<file path="src/rtl/logic_axi4_lite_pkg.sv">
// logic_axi4_lite_pkg: shared AXI4-Lite types for the serializer and bridge
package logic_axi4_lite_pkg;
    typedef enum logic [1:0] {
        OKAY   = 2'b00,
        EXOKAY = 2'b01,
        SLVERR = 2'b10,
        DECERR = 2'b11
    } response_t;
endpackage

</file>
<file path="src/rtl/logic_axi4_lite_if.sv">
// logic_axi4_lite_if: AXI4-Lite bundle with slave/master views
interface logic_axi4_lite_if
    import logic_axi4_lite_pkg::*;
#(
    parameter int ADDR_W = 32,
    parameter int DATA_W = 32
);
    logic [ADDR_W-1:0]   awaddr;
    logic [2:0]          awprot;
    logic                awvalid;
    logic                awready;
    logic [DATA_W-1:0]   wdata;
    logic [DATA_W/8-1:0] wstrb;
    logic                wvalid;
    logic                wready;
    response_t           bresp;
    logic                bvalid;
    logic                bready;
    logic [ADDR_W-1:0]   araddr;
    logic [2:0]          arprot;
    logic                arvalid;
    logic                arready;
    logic [DATA_W-1:0]   rdata;
    response_t           rresp;
    logic                rvalid;
    logic                rready;

    modport slave (
        input  awaddr, awprot, awvalid, wdata, wstrb, wvalid, bready, araddr, arprot, arvalid, rready,
        output awready, wready, bresp, bvalid, arready, rdata, rresp, rvalid
    );
    modport master (
        output awaddr, awprot, awvalid, wdata, wstrb, wvalid, bready, araddr, arprot, arvalid, rready,
        input  awready, wready, bresp, bvalid, arready, rdata, rresp, rvalid
    );
endinterface

</file>
<file path="src/rtl/logic_axi4_lite_serializer_slot.sv">
// logic_axi4_lite_serializer_slot: single-entry holding slot, cleared on transaction completion
module logic_axi4_lite_serializer_slot #(
    parameter int WIDTH = 8
) (
    input  logic             aclk,
    input  logic             areset,
    input  logic             in_valid,
    output logic             in_ready,
    input  logic [WIDTH-1:0] in_data,
    output logic             out_full,
    output logic [WIDTH-1:0] out_data,
    input  logic             clear
);
    logic             full_q;
    logic [WIDTH-1:0] data_q;

    assign in_ready = !full_q;
    assign out_full = full_q;
    assign out_data = data_q;

    always_ff @(posedge aclk) begin
        if (areset) full_q <= 1'b0;
        else if (clear) full_q <= 1'b0;
        else if (in_valid && !full_q) full_q <= 1'b1;
    end

    always_ff @(posedge aclk) begin
        if (in_valid && !full_q) data_q <= in_data;
    end
endmodule

</file>
<file path="src/rtl/logic_axi4_lite_serializer.sv">
// logic_axi4_lite_serializer: re-issues AXI4-Lite traffic with exactly one transaction in flight
module logic_axi4_lite_serializer
    import logic_axi4_lite_pkg::*;
#(
    parameter bit WRITE_PRIORITY = 1'b0
) (
    input  logic              aclk,
    input  logic              areset,
    logic_axi4_lite_if.slave  slave,
    logic_axi4_lite_if.master master
);
    localparam int AW = $bits(slave.awaddr);
    localparam int DW = $bits(slave.wdata);
    localparam int SW = $bits(slave.wstrb);

    typedef enum logic [2:0] {IDLE, WRITE_ISSUE, WRITE_RESP, READ_ISSUE, READ_RESP} state_e;
    typedef enum logic {GRANT_READ, GRANT_WRITE} grant_e;

    state_e  state_q;
    grant_e  last_grant_q;
    logic    aw_done_q, w_done_q, awvalid_q, wvalid_q, arvalid_q;
    logic    aw_full, w_full, ar_full;
    logic [AW+2:0]   aw_data, ar_data;
    logic [DW+SW-1:0] w_data;

    wire aw_hs = awvalid_q && master.awready;
    wire w_hs  = wvalid_q && master.wready;
    wire ar_hs = arvalid_q && master.arready;
    wire b_hs  = (state_q == WRITE_RESP) && master.bvalid && slave.bready;
    wire r_hs  = (state_q == READ_RESP) && master.rvalid && slave.rready;
    wire write_pending = aw_full && w_full;
    wire read_pending  = ar_full;

    logic_axi4_lite_serializer_slot #(.WIDTH(AW+3)) u_aw_slot (
        .aclk, .areset, .in_valid(slave.awvalid), .in_ready(slave.awready),
        .in_data({slave.awprot, slave.awaddr}), .out_full(aw_full), .out_data(aw_data), .clear(b_hs)
    );
    logic_axi4_lite_serializer_slot #(.WIDTH(DW+SW)) u_w_slot (
        .aclk, .areset, .in_valid(slave.wvalid), .in_ready(slave.wready),
        .in_data({slave.wstrb, slave.wdata}), .out_full(w_full), .out_data(w_data), .clear(b_hs)
    );
    logic_axi4_lite_serializer_slot #(.WIDTH(AW+3)) u_ar_slot (
        .aclk, .areset, .in_valid(slave.arvalid), .in_ready(slave.arready),
        .in_data({slave.arprot, slave.araddr}), .out_full(ar_full), .out_data(ar_data), .clear(r_hs)
    );

    assign master.awaddr  = aw_data[AW-1:0];
    assign master.awprot  = aw_data[AW+:3];
    assign master.awvalid = awvalid_q;
    assign master.wdata   = w_data[DW-1:0];
    assign master.wstrb   = w_data[DW+:SW];
    assign master.wvalid  = wvalid_q;
    assign master.araddr  = ar_data[AW-1:0];
    assign master.arprot  = ar_data[AW+:3];
    assign master.arvalid = arvalid_q;
    // Responses pass straight through, but only while the matching RESP state owns the channel
    assign master.bready  = (state_q == WRITE_RESP) && slave.bready;
    assign slave.bvalid   = (state_q == WRITE_RESP) && master.bvalid;
    assign slave.bresp    = master.bresp;
    assign master.rready  = (state_q == READ_RESP) && slave.rready;
    assign slave.rvalid   = (state_q == READ_RESP) && master.rvalid;
    assign slave.rdata    = master.rdata;
    assign slave.rresp    = master.rresp;

    always_ff @(posedge aclk) begin
        if (areset) begin
            state_q      <= IDLE;
            last_grant_q <= GRANT_READ;
            aw_done_q    <= 1'b0;
            w_done_q     <= 1'b0;
            awvalid_q    <= 1'b0;
            wvalid_q     <= 1'b0;
            arvalid_q    <= 1'b0;
        end else begin
            unique case (state_q)
                IDLE: begin
                    // last_grant only moves on contention so alternation is between competing requests
                    if (write_pending && (!read_pending || WRITE_PRIORITY || last_grant_q == GRANT_READ)) begin
                        state_q   <= WRITE_ISSUE;
                        awvalid_q <= 1'b1;
                        wvalid_q  <= 1'b1;
                        aw_done_q <= 1'b0;
                        w_done_q  <= 1'b0;
                        if (read_pending) last_grant_q <= GRANT_WRITE;
                    end else if (read_pending) begin
                        state_q   <= READ_ISSUE;
                        arvalid_q <= 1'b1;
                        if (write_pending) last_grant_q <= GRANT_READ;
                    end
                end
                WRITE_ISSUE: begin
                    if (aw_hs) begin
                        awvalid_q <= 1'b0;
                        aw_done_q <= 1'b1;
                    end
                    if (w_hs) begin
                        wvalid_q <= 1'b0;
                        w_done_q <= 1'b1;
                    end
                    if ((aw_done_q || aw_hs) && (w_done_q || w_hs)) state_q <= WRITE_RESP;
                end
                WRITE_RESP: if (b_hs) state_q <= IDLE;
                READ_ISSUE: begin
                    if (ar_hs) begin
                        arvalid_q <= 1'b0;
                        state_q   <= READ_RESP;
                    end
                end
                READ_RESP: if (r_hs) state_q <= IDLE;
                default: state_q <= IDLE;
            endcase
        end
    end
endmodule

</file>
<file path="src/flat_wrapper.sv">
// flat-port wrapper written by rule: the top's interface ports become plain ports
module logic_axi4_lite_serializer_flat import logic_axi4_lite_pkg::*;
#(
    parameter bit WRITE_PRIORITY = 1'b0
)
  (aclk, areset, slave_awaddr, slave_awprot, slave_awvalid, slave_wdata, slave_wstrb, slave_wvalid, slave_bready, slave_araddr, slave_arprot, slave_arvalid, slave_rready, slave_awready, slave_wready, slave_bresp, slave_bvalid, slave_arready, slave_rdata, slave_rresp, slave_rvalid, master_awaddr, master_awprot, master_awvalid, master_wdata, master_wstrb, master_wvalid, master_bready, master_araddr, master_arprot, master_arvalid, master_rready, master_awready, master_wready, master_bresp, master_bvalid, master_arready, master_rdata, master_rresp, master_rvalid);
  logic_axi4_lite_if slave_i ();
  logic_axi4_lite_if master_i ();
  input  logic aclk;
  input  logic areset;
  input wire logic [$bits(slave_i.awaddr)-1:0] slave_awaddr;
  input wire logic [$bits(slave_i.awprot)-1:0] slave_awprot;
  input wire logic [$bits(slave_i.awvalid)-1:0] slave_awvalid;
  input wire logic [$bits(slave_i.wdata)-1:0] slave_wdata;
  input wire logic [$bits(slave_i.wstrb)-1:0] slave_wstrb;
  input wire logic [$bits(slave_i.wvalid)-1:0] slave_wvalid;
  input wire logic [$bits(slave_i.bready)-1:0] slave_bready;
  input wire logic [$bits(slave_i.araddr)-1:0] slave_araddr;
  input wire logic [$bits(slave_i.arprot)-1:0] slave_arprot;
  input wire logic [$bits(slave_i.arvalid)-1:0] slave_arvalid;
  input wire logic [$bits(slave_i.rready)-1:0] slave_rready;
  output wire logic [$bits(slave_i.awready)-1:0] slave_awready;
  output wire logic [$bits(slave_i.wready)-1:0] slave_wready;
  output wire logic [$bits(slave_i.bresp)-1:0] slave_bresp;
  output wire logic [$bits(slave_i.bvalid)-1:0] slave_bvalid;
  output wire logic [$bits(slave_i.arready)-1:0] slave_arready;
  output wire logic [$bits(slave_i.rdata)-1:0] slave_rdata;
  output wire logic [$bits(slave_i.rresp)-1:0] slave_rresp;
  output wire logic [$bits(slave_i.rvalid)-1:0] slave_rvalid;
  output wire logic [$bits(master_i.awaddr)-1:0] master_awaddr;
  output wire logic [$bits(master_i.awprot)-1:0] master_awprot;
  output wire logic [$bits(master_i.awvalid)-1:0] master_awvalid;
  output wire logic [$bits(master_i.wdata)-1:0] master_wdata;
  output wire logic [$bits(master_i.wstrb)-1:0] master_wstrb;
  output wire logic [$bits(master_i.wvalid)-1:0] master_wvalid;
  output wire logic [$bits(master_i.bready)-1:0] master_bready;
  output wire logic [$bits(master_i.araddr)-1:0] master_araddr;
  output wire logic [$bits(master_i.arprot)-1:0] master_arprot;
  output wire logic [$bits(master_i.arvalid)-1:0] master_arvalid;
  output wire logic [$bits(master_i.rready)-1:0] master_rready;
  input wire logic [$bits(master_i.awready)-1:0] master_awready;
  input wire logic [$bits(master_i.wready)-1:0] master_wready;
  input wire logic [$bits(master_i.bresp)-1:0] master_bresp;
  input wire logic [$bits(master_i.bvalid)-1:0] master_bvalid;
  input wire logic [$bits(master_i.arready)-1:0] master_arready;
  input wire logic [$bits(master_i.rdata)-1:0] master_rdata;
  input wire logic [$bits(master_i.rresp)-1:0] master_rresp;
  input wire logic [$bits(master_i.rvalid)-1:0] master_rvalid;
  assign slave_i.awaddr = slave_awaddr;
  assign slave_i.awprot = slave_awprot;
  assign slave_i.awvalid = slave_awvalid;
  assign slave_i.wdata = slave_wdata;
  assign slave_i.wstrb = slave_wstrb;
  assign slave_i.wvalid = slave_wvalid;
  assign slave_i.bready = slave_bready;
  assign slave_i.araddr = slave_araddr;
  assign slave_i.arprot = slave_arprot;
  assign slave_i.arvalid = slave_arvalid;
  assign slave_i.rready = slave_rready;
  assign slave_awready = slave_i.awready;
  assign slave_wready = slave_i.wready;
  assign slave_bresp = slave_i.bresp;
  assign slave_bvalid = slave_i.bvalid;
  assign slave_arready = slave_i.arready;
  assign slave_rdata = slave_i.rdata;
  assign slave_rresp = slave_i.rresp;
  assign slave_rvalid = slave_i.rvalid;
  assign master_awaddr = master_i.awaddr;
  assign master_awprot = master_i.awprot;
  assign master_awvalid = master_i.awvalid;
  assign master_wdata = master_i.wdata;
  assign master_wstrb = master_i.wstrb;
  assign master_wvalid = master_i.wvalid;
  assign master_bready = master_i.bready;
  assign master_araddr = master_i.araddr;
  assign master_arprot = master_i.arprot;
  assign master_arvalid = master_i.arvalid;
  assign master_rready = master_i.rready;
  assign master_i.awready = master_awready;
  assign master_i.wready = master_wready;
  assign master_i.bresp = master_bresp;
  assign master_i.bvalid = master_bvalid;
  assign master_i.arready = master_arready;
  assign master_i.rdata = master_rdata;
  assign master_i.rresp = master_rresp;
  assign master_i.rvalid = master_rvalid;
  logic_axi4_lite_serializer #(.WRITE_PRIORITY(WRITE_PRIORITY)) u_core (.aclk(aclk), .areset(areset), .slave(slave_i), .master(master_i));
endmodule
</file>
<file path="config.mk">
export PLATFORM = sky130hd
export DESIGN_NAME = logic_axi4_lite_serializer_flat
export DESIGN_NICKNAME = d
export VERILOG_FILES = /design/src/rtl/logic_axi4_lite_pkg.sv /design/src/rtl/logic_axi4_lite_if.sv /design/src/rtl/logic_axi4_lite_serializer_slot.sv /design/src/rtl/logic_axi4_lite_serializer.sv /design/src/flat_wrapper.sv
export SDC_FILE = /design/constraint.sdc
export NUM_CORES = 1
export LEC_CHECK = 0
export ABC_AREA = 1
export CORE_MARGIN = 8
export CORE_UTILIZATION = 38
export CTS_BUF_LIST = sky130_fd_sc_hd__clkbuf_8
export CTS_CLUSTER_DIAMETER = 150
export DETAILED_ROUTE_END_ITERATION = 8
export GPL_TIMING_DRIVEN = 0
export PLACE_DENSITY = 0.88
export SYNTH_ARGS = -nofsm -noshare
export SYNTH_HDL_FRONTEND = slang
export SYNTH_HIERARCHICAL = 1
export SYNTH_SLANG_ARGS = --single-unit
</file>
<file path="constraint.sdc">
create_clock -name aclk -period 7.7 [get_ports aclk]
set_clock_uncertainty 0.1 [all_clocks]
set_input_delay 1.155 -clock aclk [delete_from_list [all_inputs] [get_ports aclk]]
set_output_delay 1.155 -clock aclk [all_outputs]
set_load 0.05 [all_outputs]
</file>
==> results.cfg <==
[detailed_routing]
wl_mm = 14.0
wire_per_inst_um = 20.0
drtPass1Iterations = 4
wl_met2_mm = 7.34
maxUsedRoutingLayer = met4
dr_wl_met3_mm = 1.71
ant_nets = 0
drt_iter0_drc = 284
dr_total_vias = 3166
wl_met1_mm = 4.73
drc = 0
viasPerCell = 4.52

[floorplanning]
io_pins = 306
die_w_um = 120
fp.dieH_um = 120
core-area_mm2 = 0.0107
die_area_mm2 = 0.0145
fp-row-count = 38
start_util_pct = 38.6

[cts]
htreeDepth = 4
path_clk_slew_ns = 0.06
cts_buffers = 17
cts_tree = yes
cts_sinks = 118
cts_hold_buf = 0
cts_root_buffer = clkbuf_8
insertion_delay_ns = 0.41
cts_setup_buffers = 0
cts_resized = 0
cts_buffer_depth = 2

[yosys]
yosysSeqAreaShare_pct = 82.5
avgSynthCellArea_um2 = 15.9
synthCells = 261
synth_cell_types = 17
syn_area_mm2 = 0.00415
ys_warn_count = 6
synth.net_count = 415
ys_seq_elements = 118

[timing]
worstMarginPinSlew_ns = 0.972
hold_violations = 0
setup_viol = 0
fin_tns_setup_ns = 0
period_share_pct = 50.9
relSlewSlack_pct = 35.0
period_minus_slack_ns = 3.92
fmax_mhz = 255
maxSlewViolCount = 0
rsz0062_at_grt = no

[placement]
gp_congestion = 0.879
port_buffers = 269
dp_hpwl_mm = 11.5

[global_routing]
grt_pass1_vias = 3409
grt_max_degree = 37
grt_pass1_wl_mm = 20.0
groute.usage.overall_pct = 18.8
grt_overflow = 0
antenna_found_initial = 0

[setup_path]
reg2reg_depth = 1
cp-end-kind = output pin
path_cells = clkdlybuf4s50_1 > inv_1 > nor2_1 > clkdlybuf4s50_1
critPathCapture = slave_rvalid
cp-start-kind = input pin
timing.critical_path.from = master_rvalid
path_buf_inv = 3
crit_fanout = 2
crit_top_cell = clkdlybuf4s50_1
crit_family = buffers and inverters
r2r-end = u_core/u_w_slot/out_data[30]
timing.rr.start = u_core/u_w_slot/out_full
crit_arrival_ns = 2.67
crit_slowest_cell = clkdlybuf4s50_1
worstSetupPathType = in2out
required_ns = 6.44
r2r_setup_slack_ns = 6.05
max_stage_delay_ns = 0.83
cp.depth = 4

[cells_and_area]
utilization_pct = 68.8
synthToLayoutAreaGrowth_pct = 78.1
fillCellCount = 754
insertedDiodeCount = 0
drive_above_1_share_pct = 12.9
final_nets = 703

[power_and_ir_drop]
p_per_area_mw_per_mm2 = 241
peakVddDrop_v = 0.000134
power_leakage_nw = 2.80
totalPowerFinal_mw = 1.78

[hold_path]
min_path_type = reg2reg
hold_path.startpoint = u_core/w_done_q

[outcome]
status = finished clean

[flow_run]
cap_viol_max_count = 0
[layout by cell type, fill, tap and decap left out, types with 2 or more instances in the layout]
cell             netlist  routed
clkdlybuf4s50_1        0     269
edfxtp_1             106     106
buf_4                 36      36
inv_1                 27      28
nor2_1                28      25
nand2_1               23      23
clkbuf_8               0      17
dfxtp_1               12      12
nand3_1                8       8
clkinv_2               0       6
a21oi_1                6       6
nor3_1                 3       3
o21ai_0                3       3
nor2_4                 0       3
clkinv_1               0       2
bufinv_16              0       2
nor2_2                 2       2
nand4_1                2       2
[cell usage after synthesis (all sizes together)]
library cell / instances / share of area, %
edfxtp: 106 / 77
buf: 36 / 6.5
nor2: 30 / 2.8
inv: 28 / 2.5
nand2: 24 / 2.2
dfxtp: 12 / 5.8
nand3: 9 / 1.2
a21oi: 7 / 0.93
nor3: 3 / 0.36
o21ai: 3 / 0.36
nand4: 2 / 0.30
xor2: 1 / 0.21
[sequential cells by signal (all words and copies together), names as in the netlist]
signal,count
u_core/u_w_slot/out_data,36
u_core/u_ar_slot/out_data,35
u_core/u_aw_slot/out_data,35
u_core/state_q,3
u_core/aw_done_q,1
u_core/last_grant_q,1
u_core/master.arvalid,1
u_core/master.awvalid,1
u_core/master.wvalid,1
u_core/u_ar_slot/out_full,1
u_core/u_aw_slot/out_full,1
u_core/u_w_slot/out_full,1
u_core/w_done_q,1
[power breakdown]
group | internal [mW] | switching, mW
registers | 0.756 | 0.0270
logic | 0.180 | 0.310
clock network | 0.277 | 0.229
total | 1.21 | 0.567
[final cells by class]
| class | instances | area, um2 | share of cell area [%] |
|---|---|---|---|
| timing repair buffer | 269 | 2690 | 36.4 |
| buffer | 36 | 270 | 3.66 |
| tap | 140 | 175 | 2.37 |
| clock inverter | 13 | 118 | 1.59 |
| multi-input combinational | 79 | 373 | 5.04 |
| clock buffer | 17 | 234 | 3.17 |
| inverter | 28 | 105 | 1.42 |
| sequential | 118 | 3420 | 46.3 |
[worst min-delay path by stage]
stage               depth (start not counted)  slack, ns              end
finish                                      2       0.36  u_core/w_done_q
global route                                2       0.39  u_core/w_done_q
CTS                                         2       0.37  u_core/w_done_q
detailed placement                          2       0.36  u_core/w_done_q
global placement                            2       0.34  u_core/w_done_q
floorplan                                   2       0.33  u_core/w_done_q
[stage by stage]
stage          std cells  cell area [um2]  hold WS, ns  setup slack (ns)
3_5_place_dp         670             7040        0.357              3.79
6_report             700             7390        0.365              3.78
4_1_cts              700             7390        0.367              3.78
5_1_grt              700             7390        0.386              3.73
3_3_place_gp         670             7020        0.339              3.45
2_1_floorplan        261             4150        0.329              4.46
[layer usage]
layer	vias up	track usage, %
li1	1443	-
met1	1490	18.6
met2	223	33.0
met3	10	9.84
met4	0	6.48
met5	-	0
[cell families (layout without fill, tap and decap cells)]
family          Yosys count  in the layout  share of synthesized area, %
flops                   118            118                          82.5
simple gates             68             68                          6.94
buf+inv                  64            363                          9.05
compound gates           10             10                          1.30
xor+xnor                  1              1                         0.211
Power figures use the tool's default switching activity.
